$ cat config.mk
export PLATFORM = sky130hd
export DESIGN_NAME = sync_ram_dp
export DESIGN_NICKNAME = d
export VERILOG_FILES = /design/src/rtl/ram_pkg.sv /design/src/rtl/ram_clr_seq.sv /design/src/rtl/sync_ram_dp.sv
export SDC_FILE = /design/constraint.sdc
export NUM_CORES = 1
export LEC_CHECK = 0
export ABC_AREA = 0
export BUFFER_PORTS_ARGS = -buffer_cell sky130_fd_sc_hd__buf_2
export CAP_MARGIN = 20
export CORE_AREA = 2 2 107 109
export DETAILED_ROUTE_END_ITERATION = 7
export DIE_AREA = 0 0 109 111
export GPL_TIMING_DRIVEN = 0
export PLACE_DENSITY = 0.77
export SLEW_MARGIN = 10
export SYNTH_ARGS = -nofsm -noshare
export SYNTH_HDL_FRONTEND = slang
export SYNTH_SLANG_ARGS = --single-unit
export TNS_END_PERCENT = 50
$ cat constraint.sdc
create_clock -name clk -period 2.2 [get_ports clk]
set_input_delay 0.11 -clock clk [delete_from_list [all_inputs] [get_ports clk]]
set_output_delay 0.11 -clock clk [all_outputs]
set_load 0.01 [all_outputs]
$ cat src/rtl/ram_pkg.sv
// Shared definitions for the simple-dual-port RAM and its clear sequencer.
package ram_pkg;

    localparam int unsigned RD_FIRST = 0;
    localparam int unsigned WR_FIRST = 1;

    typedef enum logic {
        IDLE,
        CLEAR
    } ram_state_t;

    function automatic int unsigned clog2(input int unsigned value);
        int unsigned r;
        r = 0;
        for (int unsigned i = 0; i < 32; i++) begin
            if ((64'd1 << i) < 64'(value)) begin
                r = i + 1;
            end
        end
        return r;
    endfunction

endpackage

$ cat src/rtl/ram_clr_seq.sv
// Clear sequencer: sweeps every word to zero after reset or on a clr request.
module ram_clr_seq
    import ram_pkg::*;
#(
    parameter int unsigned ADDR_W     = 4,
    parameter int unsigned DEPTH      = 16,
    parameter int unsigned CLR_ON_RST = 1
) (
    input  logic              clk,
    input  logic              rst_n,
    input  logic              clr,
    output logic              busy,
    output logic              clr_we,
    output logic [ADDR_W-1:0] clr_addr
);

    localparam int unsigned CNT_W = (clog2(DEPTH) > 0) ? clog2(DEPTH) : 1;
    localparam logic [CNT_W-1:0] LP_LAST = CNT_W'(DEPTH - 1);

    ram_state_t       r_state;
    logic [CNT_W-1:0] r_cnt;
    logic             r_busy;

    always_ff @(posedge clk or negedge rst_n) begin
        if (!rst_n) begin
            r_state <= (CLR_ON_RST != 0) ? CLEAR : IDLE;
            r_cnt   <= '0;
            r_busy  <= (CLR_ON_RST != 0);
        end else begin
            case (r_state)
                IDLE: begin
                    if (clr) begin
                        r_state <= CLEAR;
                        r_busy  <= 1'b1;
                        r_cnt   <= '0;
                    end
                end
                CLEAR: begin
                    // busy drops on the same edge that writes the last word
                    if (r_cnt == LP_LAST) begin
                        r_state <= IDLE;
                        r_busy  <= 1'b0;
                        r_cnt   <= '0;
                    end else begin
                        r_cnt <= r_cnt + 1'b1;
                    end
                end
                default: begin
                    r_state <= IDLE;
                    r_busy  <= 1'b0;
                end
            endcase
        end
    end

    assign busy     = r_busy;
    assign clr_we   = r_busy;
    assign clr_addr = ADDR_W'(r_cnt);

endmodule

$ cat src/rtl/sync_ram_dp.sv
// Parametrised simple-dual-port synchronous RAM with registered read,
// selectable collision mode, clear sweep and out-of-range flagging.
module sync_ram_dp
    import ram_pkg::*;
#(
    parameter int unsigned DATA_W     = 8,
    parameter int unsigned ADDR_W     = 4,
    parameter int unsigned DEPTH      = 16,
    parameter int unsigned RD_MODE    = 0,
    parameter int unsigned CLR_ON_RST = 1
) (
    input  logic              clk,
    input  logic              rst_n,
    input  logic              we,
    input  logic [ADDR_W-1:0] waddr,
    input  logic [DATA_W-1:0] din,
    input  logic              re,
    input  logic [ADDR_W-1:0] raddr,
    output logic [DATA_W-1:0] dout,
    output logic              dout_valid,
    output logic              busy,
    input  logic              clr,
    output logic              addr_err
);

    localparam logic [ADDR_W:0] LP_DEPTH = (ADDR_W + 1)'(DEPTH);

    logic [DATA_W-1:0] r_mem [DEPTH];
    logic [DATA_W-1:0] r_dout;
    logic              r_dout_valid;
    logic              r_addr_err;

    logic              w_busy;
    logic              w_clr_we;
    logic [ADDR_W-1:0] w_clr_addr;
    logic              w_wr_ok;
    logic              w_rd_ok;
    logic              w_collide;
    logic              w_mem_we;
    logic [ADDR_W-1:0] w_mem_addr;
    logic [DATA_W-1:0] w_mem_din;
    logic [DATA_W-1:0] w_rd_word;

    ram_clr_seq #(
        .ADDR_W     (ADDR_W),
        .DEPTH      (DEPTH),
        .CLR_ON_RST (CLR_ON_RST)
    ) u_clr_seq (
        .clk      (clk),
        .rst_n    (rst_n),
        .clr      (clr),
        .busy     (w_busy),
        .clr_we   (w_clr_we),
        .clr_addr (w_clr_addr)
    );

    assign w_wr_ok   = ({1'b0, waddr} < LP_DEPTH);
    assign w_rd_ok   = ({1'b0, raddr} < LP_DEPTH);
    assign w_collide = we && w_wr_ok && (waddr == raddr);

    // The sweep owns the write port while busy; port writes are dropped.
    assign w_mem_we   = w_busy ? w_clr_we   : (we && w_wr_ok);
    assign w_mem_addr = w_busy ? w_clr_addr : waddr;
    assign w_mem_din  = w_busy ? '0         : din;

    always_ff @(posedge clk) begin
        if (w_mem_we) begin
            r_mem[w_mem_addr] <= w_mem_din;
        end
    end

    assign w_rd_word = ((RD_MODE == WR_FIRST) && w_collide) ? din : r_mem[raddr];

    always_ff @(posedge clk or negedge rst_n) begin
        if (!rst_n) begin
            r_dout       <= '0;
            r_dout_valid <= 1'b0;
            r_addr_err   <= 1'b0;
        end else begin
            r_dout_valid <= 1'b0;
            r_addr_err   <= 1'b0;
            if (!w_busy) begin
                if (re) begin
                    r_dout_valid <= 1'b1;
                    r_dout       <= w_rd_ok ? w_rd_word : '0;
                end
                r_addr_err <= (we && !w_wr_ok) || (re && !w_rd_ok);
            end
        end
    end

    assign dout       = r_dout;
    assign dout_valid = r_dout_valid;
    assign addr_err   = r_addr_err;
    assign busy       = w_busy;

endmodule
# After elaboration in Yosys (flattened, before gate mapping)
# Memory sizes are Yosys's and may differ from the RTL's. A register that Yosys moved wholly into a read port is not among the register bits.
# Index checks and enable logic that the tools add are counted.
dict set report totals {
  reg_bits 7
  ram_bits 128
  in_bits 21
  output_inout_bits 11
  word_cells 30
  mem_count 1
}
# name words word_bits rd rd_clocked_by_memory_dff wr line_no
set mem_list {}
lappend mem_list {r_mem 16 8 1 1 1 sync_ram_dp.sv:28} ;# logic [DATA_W-1:0] r_mem [DEPTH];
dict set report classes {
  addsub 1
  eq_ne 3
  muxes 16
  n_bitwise 2
  n_reduce_logical 3
}
# op n
set ops {}
lappend ops {{2-to-1 mux 4 bit} 3}
lappend ops {{2-to-1 mux 1 bit} 9}
lappend ops {{2-to-1 mux 8 bit} 1}
lappend ops {{one-hot mux 4 bit (2 select lines)} 1}
lappend ops {{adder 4 x 1 -> 4 bit, second input constant} 1}
lappend ops {{equality test 4 bit, second input constant} 1}
lappend ops {{!= test 2 bit, second input constant} 2}
lappend ops {{one-hot mux 1 bit (2 select lines)} 2}
lappend ops {{AND reduction 2 bit} 2}
lappend ops {{NOT 1 bit} 2}
lappend ops {{zero test 1 bit} 1}

# Longest topological paths before layout
dict set report logic_depth {
  word_depth 3
  ltp_mapped 8
  ltp_nobuf 5
}

# By module
# A second synthesis with hierarchy kept.
dict set report hier_totals {
  hier_cells 376
  area_unflattened_um2 5860.6
}
# module instances cells_per_inst area_each_um2 seq_area_each_um2
set modules_own_cells {}
lappend modules_own_cells {sync_ram_dp 1 349 5561.6 4068.9}
lappend modules_own_cells {ram_clr_seq 1 27 299.0 152.6}

# Least setup slack after synthesis
# OpenSTA, ideal clock, no wires.
dict set report synth_path {
  path_kind {register to register}
  startpoint {register u_clr_seq.r_busy, in the netlist u_clr_seq.busy}
  endpoint {memory r_mem[1][0] (enable)}
  setup_ps 370
  arrival_time_ps 1480
  required_ps 1830
  path_slack_ps 350
  stages_incl_launch_ff 6
  n_path_buf 2
  synth_period_minus_slack_ps 1850
  cell_sequence {dfstp_2 > buf_6 > buf_2 > nand2_1 > o32a_1 > nor2_1}
}
dict set report synth_between {
  elab_chain_len 3
  word_cells_on_any_way 4
  classes_between {mux: 4}
}
# item line_no
set synth_lines {}
lappend synth_lines {{from (decl)} ram_clr_seq.sv:22} ;# logic r_busy;
lappend synth_lines {{from (signal assigned)} ram_clr_seq.sv:28} ;# r_busy <= (CLR_ON_RST != 0);
lappend synth_lines {{2-to-1 mux 1 bit} sync_ram_dp.sv:62} ;# assign w_mem_we = w_busy ? w_clr_we : (we && w_wr_ok);
lappend synth_lines {{2-to-1 mux 1 bit} sync_ram_dp.sv:67} ;# if (w_mem_we) begin
lappend synth_lines {{2-to-1 mux 1 bit (not written as such)} sync_ram_dp.sv:68} ;# r_mem[w_mem_addr] <= w_mem_din;
lappend synth_lines {{to (decl)} sync_ram_dp.sv:28}
# Several ways; a longest one is shown, not always the timed one.

# Worst setup path in the final report
dict set report layout_path {
  startpoint {register u_clr_seq.r_busy, in the netlist u_clr_seq.busy}
  endpoint {memory r_mem[13][2] (enable)}
}
# Same word-level chain as after synthesis.

==> run_results.csv <==
group,metric,value,unit
synthesis,post_synth_num_cell_types,36,
drt,avgRoutedWirePerCell,22.06,um
worst_setup_path,r2r_slack,0.09,ns
clocking,cts_sinks,143,
job,cap_violations,0,
synthesis,synth_area_per_cell,15.54,um^2
global_routing,grt_overflow,0,
synthesis,ys_seq_elements,143,
outcome,outcome,"complete, no violations",
timing,fmax,0.4736,GHz
clocking,cts.reportedPaths.clkPinSlew,0.06,ns
synthesis,synthTopCellsByCount,"edfxtp_1 (128), mux2i_1 (65), nand2_1 (30), a22oi_1 (25), nor2_1 (23)",
global_routing,grt_first_pass_wirelength,19550,um
synthesis,synth_fp_nets,400,
drt,vias,3407,
timing,max-slew-margin-rel,41.29,%
timing,fin_ws,0.08871,ns
worst_setup_path,rr_worst_depth,5,
synthesis,yosys_warnings,0,
worst_setup_path,path_class,"register to register",
timing,setup_viol,0,
synthesis,async_flop_share,10.49,%
place,post-dp-hpwl,8422,um
die,die_h,111,um
synthesis,synth_area,0.005876,mm^2
synthesis,synth_edf_count,128,
worst_setup_path,end_kind,"register",
global_routing,grt_max_degree,17,
synthesis,synthTopCellsByArea,"edfxtp_1 (65%), mux2i_1 (11%), dfrtp_1 (5.5%)",
die,core.rowCount,39,
die,fp.dieW,109,um
synthesis,yosysTopAreaCellShare,65.42,%
worst_setup_path,worstPathCellList,"buf_6 -> buf_2 -> nand3_1 -> o31a_1 -> nor2_2",
worst_setup_path,r2r-start,"u_clr_seq.busy",
timing,worstMarginPinSlew,0.8767,ns
layout,drive_gt1_share,23.32,%
drt,drt_iter0_drc,272,
worst_setup_path,timing.critical_path.to,"r_mem[13][2]",
clocking,cts-root-buf,"clkbuf_16",
place,dp.cells,551,
worst_setup_path,reg2reg_to,"r_mem[13][2]",
synthesis,ys.flop_type,"edfxtp_1",
timing,min_period,2.111,ns
worst_setup_path,cp.depth,5,
timing,skew,0.007319,ns
worst_setup_path,cp-startpoint,"u_clr_seq.busy",
clocking,cts_buffers,17,
global_routing,grt_pass1_vias,3329,
synthesis,yosys.area.top_type,"edfxtp_1",
hold_path,min-delay-path-class,"input port to register",
layout,design_area,0.006898,mm^2
power_and_ir_drop,ir_drop,0.6368,mV
layout,fin_cells,589,
worst_setup_path,crit_arrival,2.16,ns
clocking,cts_tree,"yes",
worst_setup_path,start_kind,"register",
timing,maxSlewViolCount,0,
power_and_ir_drop,p_per_area,1073,mW/mm^2
die,boundaryPins,32,
worst_setup_path,worst-path-max-fanout,10,
layout,nets,455,
global_routing,track_usage,23.09,%
synthesis,syn_inst,378,
worst_setup_path,cpPeakStageDelay,0.55,ns
drt,drt_wl_total,13000,um
worst_setup_path,crit_required,2.25,ns
die,fp.coreArea,0.01108,mm^2
worst_setup_path,crit_family,"simple AND/OR/NAND/NOR gates",
timing,layout_worst_path_cycle_share,95.97,%
layout,diodes,0,
drt,firstDrtPassIters,4,
drt,via_per_inst,5.784,
synthesis,yosysMostFrequentCell,"edfxtp_1",
place,port_buffers,29,
place,dp_slack,-0.1210,ns
hold_path,min_path_cells,4,
clocking,cts_setup_buffers,0,
worst_setup_path,crit_buf_inv,2,
die,dieArea,0.01210,mm^2
timing,hold_violations,0,
power_and_ir_drop,p_leak,2.585,nW
clocking,clockBufferDepth,2,
place,placed_cell_area,0.006207,mm^2
clocking,insertion_delay,0.42,ns
global_routing,antenna_found_initial,0,
worst_setup_path,slowest_stage,"nor2_2",
synthesis,ys_seq_area_share,71.85,%
layout,area_growth,17.40,%
drt,drc,0,
die,start_util,53.04,%
timing,tns,0,ns
clocking,cts_max_level,4,
place,globalplace.congestion,0.8545,
drt,antenna_left,0,
-- final cells by class --
class	instances	area (um^2)
sequential	143	4222
inverter	4	15.01
tap	143	178.9
clock inverter	11	140.1
buffer	22	190.2
multi-input combinational	209	1489
fill	813	4179
timing repair buffer	36	202.7
clock buffer	21	460.4
-- routing by layer --
metal / global-route usage [%] / vias to the layer above / part of all wire, %
li1: - / 1548 / -
met1: 30.32 / 1659 / 41
met2: 35.16 / 174 / 49
met3: 8.172 / 26 / 7.4
met4: 9.145 / 0 / 2.7
met5: 0 / - / 0
-- worst min-delay path, cell delays in order --
cell      delay (ns)
buf_2           0.11
nand2b_4        0.05
buf_6           0.14
inv_2           0.05
-- cells by family (layout without fill, tap and decap cells) --
group,Yosys count,in the layout,synth area share (%)
multiplexers,66,66,11.26
flip-flops,143,143,71.85
other,1,1,0.06382
buffers and inverters,26,94,3.492
adder cells (fa/ha/maj),1,1,0.2129
AND/OR/NAND/NOR,102,102,8.326
XOR/XNOR,1,1,0.1491
AO/OA/AOI/OAI,38,38,4.642
-- where the power goes --
part           internal (W)  total, W  switching [W]
Combinational      0.000368   0.00108       0.000710
Sequential          0.00333   0.00344       0.000104
Clock               0.00183   0.00289        0.00105
-- registers in the layout, summed over array words and instances (netlist names) --
name                cells
r_mem                 128
u_clr_seq.busy          1
u_clr_seq.r_state       1
dout_valid              1
u_clr_seq.clr_addr      4
dout                    8
-- what timing repair did --
action                     in CTS  in global routing
gates cloned                    0                  0
gates resized for setup         4                  7
setup endpoints to repair      31                 44
hold buffers                    2                  0
hold endpoints to repair       19                  0
-- placed cells by master (no fill, tap or decap), types with 3 or more instances in the layout --
cell       count
mux2i_1       65
nand2_1       30
nor2b_2        3
nand4_1        8
inv_1          3
a21oi_1        4
buf_2         37
nand3_1       19
o21ai_0        3
edfxtp_1     128
buf_4          7
clkbuf_1       4
and2_1         3
nor2_1        13
buf_6          6
nor2_2        11
clkinv_2       5
a22oi_1       25
clkbuf_16     17
nand2b_1       3
dfrtp_1       13
nor2b_1        8
bufinv_16      3
-- stage by stage --
stage,power (W),hold WS (ns),utilization (%)
2_1_floorplan,0.004131,-0.1856,-
3_3_place_gp,0.004444,0.04949,55.97
3_5_place_dp,0.004514,0.06081,56.04
4_1_cts,0.007374,0.06989,61.73
5_1_grt,0.007683,0.07851,62.27
6_report,0.007400,0.08261,62.27
-- worst min path at each step --
stage | start | endpoint
after floorplan | rst_n | dout[0]
after global placement | rst_n | u_clr_seq.clr_addr[2]
after detailed placement | rst_n | u_clr_seq.clr_addr[3]
after CTS | re | dout_valid
after global routing | re | dout_valid
final | re | dout_valid
Power figures use the tool's default switching activity.
